$ cat config.mk
export PLATFORM = sky130hd
export DESIGN_NAME = axis_dma_read
export DESIGN_NICKNAME = d
export VERILOG_FILES = /design/src/rtl/axis_dma_read.sv
export SDC_FILE = /design/constraint.sdc
export NUM_CORES = 1
export LEC_CHECK = 0
export CORE_MARGIN = 4
export CORE_UTILIZATION = 50
export CTS_BUF_LIST = sky130_fd_sc_hd__clkbuf_8 sky130_fd_sc_hd__clkbuf_16
export DETAILED_ROUTE_END_ITERATION = 6
export PLACE_DENSITY = 0.74
export SYNTH_ARGS = -nofsm -noshare
export SYNTH_HDL_FRONTEND = slang
export SYNTH_SLANG_ARGS = --single-unit
$ cat constraint.sdc
create_clock -name clk -period 3.45 [get_ports clk]
set_input_delay 0.8625 -clock clk [delete_from_list [all_inputs] [get_ports clk]]
set_output_delay 0.8625 -clock clk [all_outputs]
set_load 0.02 [all_outputs]
$ cat src/rtl/axis_dma_read.sv
`default_nettype none
// ============================================================================
// Module   : axis_dma_read
// Purpose  : Memory-to-stream DMA read engine. It issues one byte read per
//            cycle for base_addr .. base_addr+length-1, buffers the in-order
//            responses in a credit-managed prefetch FIFO and emits them on an
//            8-bit AXI-Stream master with full backpressure support.
// Options  : DMA_RD_TLAST_EN - adds M_AXIS_TLAST, marking the final byte.
// Revision : 1.0 - initial release
// ============================================================================
module axis_dma_read #(
  parameter int FIFO_DEPTH = 4,
  parameter int CNT_W      = 32
) (
  input  logic             clk,
  input  logic             rst_n,
  input  logic             start,
  input  logic [31:0]      base_addr,
  input  logic [CNT_W-1:0] length,
  output logic             busy,
  output logic             done,
  output logic             mem_rd_req,
  output logic [31:0]      mem_rd_addr,
  input  logic             mem_rd_resp_valid,
  input  logic [7:0]       mem_rd_data,
  output logic             M_AXIS_TVALID,
  output logic [7:0]       M_AXIS_TDATA,
  input  logic             M_AXIS_TREADY
`ifdef DMA_RD_TLAST_EN
  ,
  output logic             M_AXIS_TLAST
`endif
);

  localparam int c_ptr_w = (FIFO_DEPTH > 1) ? $clog2(FIFO_DEPTH) : 1;
  localparam int c_occ_w = $clog2(FIFO_DEPTH + 1);
  localparam logic [c_occ_w:0] c_depth = (c_occ_w + 1)'(FIFO_DEPTH);

  typedef enum logic [1:0] {
    ST_IDLE  = 2'd0,
    ST_ISSUE = 2'd1,
    ST_DRAIN = 2'd2
  } state_t;

  state_t               r_state;
  logic [31:0]          r_base;
  logic [CNT_W-1:0]     r_len;
  logic [CNT_W-1:0]     r_issued;
  logic [CNT_W-1:0]     r_sent;
  logic [c_occ_w-1:0]   r_outstanding;
  logic [c_occ_w-1:0]   r_fifo_count;
  logic [c_ptr_w-1:0]   r_wr_ptr;
  logic [c_ptr_w-1:0]   r_rd_ptr;
  logic [7:0]           r_fifo_mem [FIFO_DEPTH];

  logic                 w_start_ok;
  logic                 w_push;
  logic                 w_pop;
  logic [c_occ_w:0]     w_credit;
  logic                 w_issue;
  logic                 w_last_beat;

  assign w_start_ok    = (r_state == ST_IDLE) && start;
  // Responses seen while idle are leftovers from an aborted transfer: drop them.
  assign w_push        = mem_rd_resp_valid && (r_state != ST_IDLE);
  assign M_AXIS_TVALID = (r_fifo_count != '0);
  assign M_AXIS_TDATA  = r_fifo_mem[r_rd_ptr];
  assign w_pop         = M_AXIS_TVALID && M_AXIS_TREADY;
  // A byte leaving the FIFO this cycle frees its slot before any new request
  // can return data (latency >= 1), so it is credited back immediately; this
  // keeps back-to-back requests flowing without ever exceeding FIFO_DEPTH.
  assign w_credit      = {1'b0, r_outstanding} + {1'b0, r_fifo_count}
                         - {{c_occ_w{1'b0}}, w_pop};
  assign w_issue       = (r_state == ST_ISSUE) && (r_issued < r_len)
                         && (w_credit < c_depth);
  assign w_last_beat   = w_pop && ((r_sent + CNT_W'(1)) == r_len);
  assign busy          = (r_state != ST_IDLE);

`ifdef DMA_RD_TLAST_EN
  assign M_AXIS_TLAST  = M_AXIS_TVALID && (r_sent == (r_len - CNT_W'(1)));
`endif

  // Transfer control: start/length capture, request generation, completion.
  always_ff @(posedge clk or negedge rst_n) begin
    if (!rst_n) begin
      r_state     <= ST_IDLE;
      r_base      <= '0;
      r_len       <= '0;
      r_issued    <= '0;
      r_sent      <= '0;
      done        <= 1'b0;
      mem_rd_req  <= 1'b0;
      mem_rd_addr <= '0;
    end else begin
      done <= 1'b0;
      case (r_state)
        ST_IDLE: begin
          mem_rd_req <= 1'b0;
          if (start) begin
            r_base   <= base_addr;
            r_len    <= length;
            r_issued <= '0;
            r_sent   <= '0;
            if (length == '0) begin
              done <= 1'b1;
            end else begin
              r_state <= ST_ISSUE;
            end
          end
        end
        ST_ISSUE: begin
          mem_rd_req <= w_issue;
          if (w_issue) begin
            mem_rd_addr <= r_base + 32'(r_issued);
            r_issued    <= r_issued + CNT_W'(1);
            if ((r_issued + CNT_W'(1)) == r_len) begin
              r_state <= ST_DRAIN;
            end
          end
        end
        ST_DRAIN: begin
          mem_rd_req <= 1'b0;
        end
        default: begin
          mem_rd_req <= 1'b0;
          r_state    <= ST_IDLE;
        end
      endcase
      if ((r_state != ST_IDLE) && w_pop) begin
        r_sent <= r_sent + CNT_W'(1);
      end
      if ((r_state != ST_IDLE) && w_last_beat) begin
        r_state <= ST_IDLE;
        done    <= 1'b1;
      end
    end
  end

  // Reads in flight: up on each request, down on each accepted response.
  always_ff @(posedge clk or negedge rst_n) begin
    if (!rst_n) begin
      r_outstanding <= '0;
    end else if (w_start_ok) begin
      r_outstanding <= '0;
    end else begin
      case ({w_issue, w_push})
        2'b10:   r_outstanding <= r_outstanding + c_occ_w'(1);
        2'b01:   r_outstanding <= r_outstanding - c_occ_w'(1);
        default: r_outstanding <= r_outstanding;
      endcase
    end
  end

  // Prefetch FIFO pointers and occupancy.
  always_ff @(posedge clk or negedge rst_n) begin
    if (!rst_n) begin
      r_wr_ptr     <= '0;
      r_rd_ptr     <= '0;
      r_fifo_count <= '0;
    end else if (w_start_ok) begin
      r_wr_ptr     <= '0;
      r_rd_ptr     <= '0;
      r_fifo_count <= '0;
    end else begin
      if (w_push) begin
        r_wr_ptr <= r_wr_ptr + c_ptr_w'(1);
      end
      if (w_pop) begin
        r_rd_ptr <= r_rd_ptr + c_ptr_w'(1);
      end
      case ({w_push, w_pop})
        2'b10:   r_fifo_count <= r_fifo_count + c_occ_w'(1);
        2'b01:   r_fifo_count <= r_fifo_count - c_occ_w'(1);
        default: r_fifo_count <= r_fifo_count;
      endcase
    end
  end

  // FIFO storage; data needs no reset because TVALID gates its use.
  always_ff @(posedge clk) begin
    if (w_push) begin
      r_fifo_mem[r_wr_ptr] <= mem_rd_data;
    end
  end

endmodule
`default_nettype wire

== Yosys cells after proc, flatten, opt, wreduce, memory -nomap -nowiden ==
Memories as Yosys holds them, arrays and structs flattened.
Cells that the tools add are included.

* $add $sub $neg: 11
* $lt $le $gt $ge: 2
* Equality and inequality tests: 15
* Multiplexer cells: 26
* Reduce and logical (&&, ||, !) cells: 24

{| class="wikitable"
|+ Operators with widths
! cell !! count
|-
| $mux W32 || 4
|-
| $add A32 B1 Y32 const B || 2
|-
| $eq A32 B32 Y1 || 2
|-
| $pmux W32 S2 || 1
|-
| $add A32 B32 Y32 || 1
|-
| $logic_not A32 Y1 || 1
|-
| $lt A32 B32 Y1 || 1
|-
| $mux W2 || 9
|-
| $pmux W3 S2 || 2
|-
| $reduce_bool A2 Y1 || 6
|-
| $ne A3 B2 Y1 const B || 3
|-
| $reduce_bool A3 Y1 || 3
|-
| $logic_and A1 B1 Y1 || 8
|-
| $mux W1 || 7
|-
| $add A3 B1 Y3 const B || 2
|-
| $eq A2 B1 Y1 const B || 3
|-
| $eq A2 B2 Y1 const B || 3
|-
| $mux W3 || 2
|-
| $ne A2 B2 Y1 const B || 3
|-
| $pmux W2 S3 || 1
|-
| $reduce_and A2 Y1 || 3
|-
| $sub A3 B1 Y3 const B || 2
|-
| $reduce_and A5 Y1 || 1
|-
| $add A2 B1 Y2 const B || 2
|-
| other kinds (6) || 6
|}

* Flip-flop bits (word level): 174
* RAM bits: 32
* Output and inout port bits: 44
* Logic and storage cells: 91
* Memories: 1

{| class="wikitable"
|+ Memory list
! name !! words !! bits a word !! read ports !! clocked after memory_dff !! wr ports !! line !! source
|-
| r_fifo_mem || 4 || 8 || 1 || 0 || 1 || 54 || <nowiki>logic [7:0] r_fifo_mem [FIFO_DEPTH];</nowiki>
|}

== Longest topological paths before layout ==
Gate-level depths: netlist (run 1).

* Depth in word-level cells: 8
* Mapped depth: 20

== Least setup slack after synthesis (run 1) ==
OpenSTA, ideal clock, no wires.

* Path kind: register -> register
* Start: register r_fifo_count[2]
* End: register r_outstanding[2]
* Setup time: 0.131 ns
* Data arrival time: 3.727 ns
* Slack: -0.408 ns
* Cell stages (with the launch flop): 21
* Path buffers: 2
* Clock period less this slack: 3.858 ns
* Cell sequence: dfrtp_1 > or3_1 > nand2_1 > inv_2 > ha_1 > inv_1 > ha_1 > nand2_1 > o21bai_1 > a211oi_1 > a31oi_1 > a211oi_1 > nand3_1 > clkbuf_1 > inv_1 > clkbuf_1 > nor2_1 > fa_1 > nor3b_1 > o21a_1 > nor3_1

* Longest elaborated chain between the ends: 8

{| class="wikitable"
|+ Ends and longest elaborated chain
! item !! line !! source
|-
| start: declaration || 51 || <nowiki>logic [c_occ_w-1:0] r_fifo_count;</nowiki>
|-
| start signal: assignment || 172 || <nowiki>2'b10: r_fifo_count <= r_fifo_count + c_occ_w'(1);</nowiki>
|-
| start signal: assignment || 173 || <nowiki>2'b01: r_fifo_count <= r_fifo_count - c_occ_w'(1);</nowiki>
|-
| start signal: assignment || 174 || <nowiki>default: r_fifo_count <= r_fifo_count;</nowiki>
|-
| $reduce_bool A3 Y1 * || 66 || <nowiki>assign M_AXIS_TVALID = (r_fifo_count != '0);</nowiki>
|-
| named net M_AXIS_TVALID || 26 || <nowiki>output logic M_AXIS_TVALID,</nowiki>
|-
| $logic_and A1 B1 Y1 * || 68 || <nowiki>assign w_pop = M_AXIS_TVALID && M_AXIS_TREADY;</nowiki>
|-
| $sub A4 B1 Y4 * || 73 || <nowiki>- {{c_occ_w{1'b0}}, w_pop};</nowiki>
|-
| $lt A4 B3 Y1 * || 75 || <nowiki>&& (w_credit < c_depth);</nowiki>
|-
| $logic_and A1 B1 Y1 * || 75 ||
|-
| $eq A2 B1 Y1 / $eq A2 B2 Y1 (equally long branches) || 146 || <nowiki>case ({w_issue, w_push})</nowiki>
|-
| $pmux W3 S2 || 146 ||
|-
| $mux W3 || 143 || <nowiki>end else if (w_start_ok) begin</nowiki>
|-
| end signal: assignment || 147 || <nowiki>2'b10: r_outstanding <= r_outstanding + c_occ_w'(1);</nowiki>
|-
| end signal: assignment || 148 || <nowiki>2'b01: r_outstanding <= r_outstanding - c_occ_w'(1);</nowiki>
|-
| end signal: assignment || 149 || <nowiki>default: r_outstanding <= r_outstanding;</nowiki>
|-
| end: declaration || 50 || <nowiki>logic [c_occ_w-1:0] r_outstanding;</nowiki>
|}

Mark *: on every way through the listed nets, which the timed path passes. The rest lies on a longest branch.
A chain may end at the register's enable or synchronous reset.

== Final worst setup path (run 1) ==
* Start: register r_fifo_count[2]
* End: register r_outstanding[2]

* Longest elaborated chain between the ends: 8

{| class="wikitable"
|+ Ends and longest elaborated chain
! item !! line
|-
| parallel branches: the longest is 2 deep, another holds $add A3 B3 Y4 || --
|-
| $sub A4 B1 Y4 * || 73
|-
| $lt A4 B3 Y1 * || 75
|-
| $logic_and A1 B1 Y1 * || 75
|-
| $eq A2 B1 Y1 / $eq A2 B2 Y1 (equally long branches) || 146
|-
| $pmux W3 S2 || 146
|-
| $mux W3 || 143
|}

Mark *: on every way between the ends.

==> results.yml, run 1 <==
outcome:
  status: "completed"
global_route:
  overflow: 0
  grtUsageTotal_pct: 24.8
  antenna_found_initial: 0
  grt_max_degree: 65
  grt_first_pass_wirelength_mm: 59.6
  grt_pass1_vias: 11500
final_layout:
  nFillCells: 2229
  final_cells: 1992
  fin_nets: 1793
  area_delta_synth_final_pct: 20.9
  diodes: 0
  drive_above_1_share_pct: 9.23
power:
  vdd_ir_drop_max_v: 0.000761
  powerDensity_mw_per_mm2: 511
  p_int_uw: 5300
  sw_frac_of_total_pct: 35.6
  p_sw_uw: 2930
  leakagePower_uw: 0.00697
  clockPowerShare_pct: 32.2
  p_seq_share_pct: 34.8
  comb_power_share_pct: 33.0
drt:
  drc: 0
  drt_pre_antenna_iters: 6
  avgRoutedWirePerCell_um: 18.3
  vias: 11900
  ant_nets: 0
  drtIter0Drc: 1083
  via_per_inst: 5.95
  wirelength_mm: 36.4
synthesis:
  synthArstFlopShare_pct: 84.5
  syn_area_per_cell_um2: 8.82
  ys.flop_type: "dfrtp_1"
  ys_types: 75
  synth_edf_count: 32
  yosysWarningCount: 0
  ys_ff_latch: 206
  ys_seq_area_share_pct: 39.9
  netlist_area_mm2: 0.0133
  synth_cells: 1509
  syn_nets: 1663
setup_path:
  reg2reg_to: "r_outstanding[2]$_DFFE_PN0P_"
  arrival_ps: 3740
  cp-endpoint: "r_outstanding[2]$_DFFE_PN0P_"
  regToRegSetupSlack_ps: 150
  reg2reg_from: "r_fifo_count[2]$_DFFE_PN0P_"
  cp_max_fo: 4
  worstRegToRegCells: 19
  startpoint: "r_fifo_count[2]$_DFFE_PN0P_"
  crit_path_end_kind: "flip-flop"
  worstSetupStartpointType: "flip-flop"
  critPathRequiredTime_ps: 3880
  critical_path_class: "flip-flop to flip-flop"
timing:
  tightest_slew_ps: 984
  maxSlewHeadroom_pct: 34.1
  fmaxAchievable_ghz: 0.303
  finalWorstPathRequiredPeriod_ps: 3300
  final_hold_viol_count: 0
  finalSetupViolCount: 0
  setup_ws_ps: 145
  clock_skew_ps: 10.1
  post-route-period-util_pct: 95.8
  slew_violations: 0
clocking:
  cts_hold_buf: 0
  clk_latency_ps: 520
  cts_tree: "yes"
  clock_path_buffers: 3
  cts_buffers: 24
  cts-root-buf: "clkbuf_16"
  cts.reportedPaths.clkPinSlew_ps: 60
  clock-sinks: 206
  ctsHtreeMaxLevel: 1
placement:
  gp_congestion: 0.917
  io_buffer_count: 120
  dpl_worst_slack_ps: -464
  hpwl_mm: 27.0
  dp.cells: 1945
floorplan:
  die_y_um: 171
  die_w_um: 171
  die_area_mm2: 0.0293
  core_area_mm2: 0.0261
  pin_count: 121
  start_util_pct: 50.9
  rows: 59
hold_path:
  worstHoldPathType: "primary input to asynchronous set/reset pin"
run:
  maxCapViolations: 0
-- cell families after synthesis --
family | Yosys count | share of synthesized area (%)
AOI/OAI and AO/OA | 393 | 18.3
and+or+nand+nor | 564 | 20.9
xor gates and xnor gates | 109 | 7.17
adders and majority gates | 77 | 7.41
buffers and inverters | 142 | 4.10
muxes | 18 | 2.12
DFF | 206 | 39.9
-- synth_stat cells (5+ instances only) --
master / number / area share, %
a211oi_1: 9 / 0.51
a21o_1: 20 / 1.1
a21oi_1: 51 / 1.9
a31oi_1: 10 / 0.47
and2_1: 9 / 0.42
and3_1: 20 / 0.94
and4_1: 9 / 0.59
buf_1: 10 / 0.28
buf_2: 10 / 0.38
clkbuf_1: 58 / 1.6
dfrtp_1: 174 / 33
edfxtp_1: 32 / 7.2
ha_1: 74 / 7.0
inv_1: 63 / 1.8
mux2i_1: 8 / 0.60
mux4_2: 8 / 1.4
nand2_1: 248 / 7.0
nand2b_1: 12 / 0.56
nand3_1: 47 / 1.8
nand4_1: 36 / 1.7
nor2_1: 86 / 2.4
nor2b_1: 13 / 0.61
nor3_1: 19 / 0.71
nor3b_1: 11 / 0.62
nor4_1: 19 / 0.89
o211ai_1: 5 / 0.28
o21a_1: 13 / 0.73
o21ai_0: 178 / 6.7
o21bai_1: 7 / 0.39
o31ai_1: 43 / 2.4
o41ai_1: 11 / 0.72
or3_1: 6 / 0.28
or4_1: 5 / 0.28
xnor2_1: 76 / 5.0
xor2_1: 33 / 2.2
-- sequential cells by signal, summed over array words and instances, names as in the netlist --
signal	flops
mem_rd_addr	32
r_base	32
r_fifo_mem	32
r_issued	32
r_len	32
r_sent	32
r_fifo_count	3
r_outstanding	3
r_rd_ptr	2
r_state	2
r_wr_ptr	2
done	1
mem_rd_req	1
-- metal layers --
metal  share of wire, %  global-route usage, %  routed length [µm]  vias up
met4                3.6                   8.51                1310        0
li1                   -                      -                   -     5686
met3                6.3                   3.59                2290       82
met1                 45                   36.5               16600     5709
met5                  0                      0                   0        -
met2                 45                   37.9               16300      383
-- per-stage QoR --
stage / TNS (ps) / power, µW / hold WS, ps / util (%) / area [µm²]
after global routing: -47.5 / 8690 / 375 / 61.6 / 16100
after detailed placement: -3130 / 5550 / 466 / 58.1 / 15200
after CTS: 0 / 8220 / 344 / 61.3 / 16000
after global placement: -2280 / 5480 / 460 / 58.1 / 15200
final: 0 / 8230 / 329 / 61.6 / 16100
after floorplan: -24.5 / 4600 / 452 / - / 13400
-- timing repair --
| action | CTS | global route |
|---|---|---|
| gates resized for setup | 0 | 13 |
| setup endpoints to repair | 0 | 6 |
| setup buffers | 0 | 3 |
-- worst max-delay path: stages, from the launching register on --
cell	delay (ps)
dfrtp_1	400
or3_4	400
nand2_4	90
inv_4	40
ha_4	140
inv_1	40
ha_1	210
nand2_1	60
o21bai_1	70
a211oi_1	170
a31oi_1	70
a211oi_1	230
buf_4	170
nand3_4	100
inv_4	90
nor2_2	40
fa_2	360
nor3b_2	170
o21a_1	230
nor3_2	140
-- worst min path at each step --
stage / end / slack, ps
global route: mem_rd_addr[6]$_DFFE_PN0P_ / 380
floorplan: r_base[0]$_DFFE_PN0P_ / 450
global placement: mem_rd_addr[0]$_DFFE_PN0P_ / 460
CTS: mem_rd_addr[7]$_DFFE_PN0P_ / 340
finish: mem_rd_addr[6]$_DFFE_PN0P_ / 330
detailed placement: mem_rd_addr[0]$_DFFE_PN0P_ / 470
-- cells in the final DEF (no fill, tap or decap), types with 42 or more instances in the layout --
cell             instances
a21oi_1                 51
buf_4                   58
clkdlybuf4s50_1        118
dfrtp_1                173
ha_1                    72
inv_1                   63
nand2_1                247
nand3_1                 46
nor2_1                  85
o21ai_0                178
o31ai_1                 42
xnor2_1                 76
-- power by group through the flow --
stage	clock (µW)	sequential, µW	combinational, µW
final	2650	2860	2720
after global routing	2800	2890	3010
after CTS	2690	2860	2660
after detailed placement	0	2910	2650
after global placement	0	2900	2580
after floorplan	0	2850	1760
-- area by class of cell --
cell class	instances	area, µm²	share of cell area [%]
well taps	335	419	2.61
clock buffers	27	653	4.06
flip-flops and latches	206	5320	33.0
repair buffers	182	1720	10.7
inverters	64	245	1.52
clock inverters	17	173	1.07
multi-input cells	1161	7560	47.0
Note: power is estimated with default switching activity, not from simulation.
==> run 2, diff against run 1 <==
- SKIP_CTS_REPAIR_TIMING: default -> 1
==> results of run 2 <==
The final DEF is identical to that of run 1; final timing and power are the same.
==> run 3, diff against run 2 <==
- CELL_PAD_IN_SITES_DETAIL_PLACEMENT: default -> 0
- CELL_PAD_IN_SITES_GLOBAL_PLACEMENT: default -> 1
- CORE_UTILIZATION: 50 -> 41
- PLACE_DENSITY: 0.74 -> default
- PLACE_DENSITY_LB_ADDON: default -> 0.1
==> results.yml, run 3 (synthesis gave the netlist of run 1 again) <==
outcome:
  status: "completed"
final_layout:
  finish.instance_area_mm2: 0.0163
  area_delta_synth_final_pct: 22.8
  multi_input_area_mm2: 0.00759
  fin_nets: 1807
  ff_latch_area_mm2: 0.00532
  diodes: 0
  layout_common_cells: "247 x nand2_1, 178 x o21ai_0, 172 x dfrtp_1"
  nFillCells: 3012
  final_common_cell: "nand2_1"
  drive_above_1_share_pct: 10.4
clocking:
  clk_latency_ps: 530
  ctsHtreeMaxLevel: 1
  cts_tree: "yes"
  cts_buffers: 25
  clock-sinks: 206
  cts-root-buf: "clkbuf_16"
  cts.reportedPaths.clkPinSlew_ps: 60
  clock_path_buffers: 3
timing:
  post-route-period-util_pct: 94.5
  maxSlewHeadroom_pct: 47.6
  clock_skew_ps: 10.6
  finalWorstPathRequiredPeriod_ps: 3260
  rsz0062_at_grt: "no"
  slew_violations: 0
  tightest_slew_ps: 786
  finalSetupViolCount: 0
  final_hold_viol_count: 0
  hold_ws_ps: 360
  fmaxAchievable_ghz: 0.307
placement:
  dpl_cell_area_mm2: 0.0154
  gp_congestion: 0.870
  io_buffer_count: 120
  hpwl_mm: 29.0
power:
  total_power_uw: 8420
  p_sw_uw: 3010
  p_seq_share_pct: 34.0
  comb_power_share_pct: 33.8
  p_int_uw: 5410
  powerDensity_mw_per_mm2: 515
  clockPowerShare_pct: 32.1
  sw_frac_of_total_pct: 35.7
  vdd_ir_drop_max_v: 0.000414
  leakagePower_uw: 0.00705
global_route:
  grt_pass1_vias: 11200
  antenna_found_initial: 0
  overflow: 0
  grtUsageTotal_pct: 21.5
  grt_max_degree: 82
  grt_first_pass_wirelength_mm: 62.6
setup_path:
  critical_path_class: "flip-flop to primary output"
  worstPathCellList: "mux4_2 > clkdlybuf4s50_1"
  critical-path-max-stage-delay_ps: 730
  critical-path-slowest-cell: "dfrtp_1"
  arrival_ps: 2400
  crit_path_end_kind: "primary output"
  critPathRequiredTime_ps: 2590
  cp_max_fo: 10
  worstSetupStartpointType: "flip-flop"
drt:
  vias: 11500
  drc: 0
  avgRoutedWirePerCell_um: 18.3
  ant_nets: 0
  wirelength_mm: 38.6
  drt_pre_antenna_iters: 5
  drtIter0Drc: 761
  via_per_inst: 5.44
hold_path:
  worstHoldPathType: "primary input to asynchronous set/reset pin"
floorplan:
  core_area_mm2: 0.0318
  die_area_mm2: 0.0354
  pin_count: 121
  start_util_pct: 41.9
  rows: 65
  die_w_um: 188
  die_y_um: 188
run:
  maxCapViolations: 0
[run 3: power groups by stage]
stage	combinational [µW]	sequential, µW	clock, µW
2_1_floorplan	1760	2850	0
3_3_place_gp	2680	2900	0
3_5_place_dp	2710	2920	0
4_1_cts	2730	2870	2770
5_1_grt	3130	2890	2870
6_report	2850	2860	2700
[run 3: cell type report]
type / count / area share [%]
multi-input cells: 1161 / 46.4
flip-flops and latches: 206 / 32.5
repair buffers: 195 / 11.1
clock buffers: 28 / 4.08
well taps: 435 / 3.33
inverters: 64 / 1.50
clock inverters: 17 / 1.06
[run 3: final timing paths]
path / depth (start not counted) / from / slack, ps / to
hold / removal: 1 / rst_n / 360 / r_issued[1]$_DFFE_PN0P_
hold reg to reg: 2 / mem_rd_addr[0]$_DFFE_PN0P_ / 470 / mem_rd_addr[0]$_DFFE_PN0P_
setup reg to reg: 19 / r_fifo_count[0]$_DFFE_PN0P_ / 200 / r_outstanding[2]$_DFFE_PN0P_
setup / recovery: 2 / r_rd_ptr[0]$_DFFE_PN0P_ / 190 / M_AXIS_TDATA[4]
min in group clk: 2 / mem_rd_addr[0]$_DFFE_PN0P_ / 470 / mem_rd_addr[0]$_DFFE_PN0P_
max in group asynchronous: 2 / rst_n / 2270 / r_sent[5]$_DFFE_PN0P_
[run 3: worst max-delay path: cells and delay by family (launching register included)]
kind                   cells  cell delay, ps
flip-flops                 1             730
buffers and inverters      1             560
multiplexers               1             590
[run 3: through the flow]
stage	TNS [ps]	std cells	setup slack [ps]	utilization [%]
after global routing	0	2106	2.69	51.4
after global placement	-2350	2057	-382	48.4
final	0	2106	190	51.4
after detailed placement	-3920	2057	-448	48.4
after CTS	0	2102	4.89	51.0
after floorplan	-24.5	1509	-24.5	-
[run 3: per-layer routing]
metal	vias up	global-route usage (%)	share of wire [%]
met3	56	2.15	3.5
met5	-	0	0
met4	0	5.25	2.9
li1	5732	-	-
met2	238	32.9	43
met1	5428	32.9	50
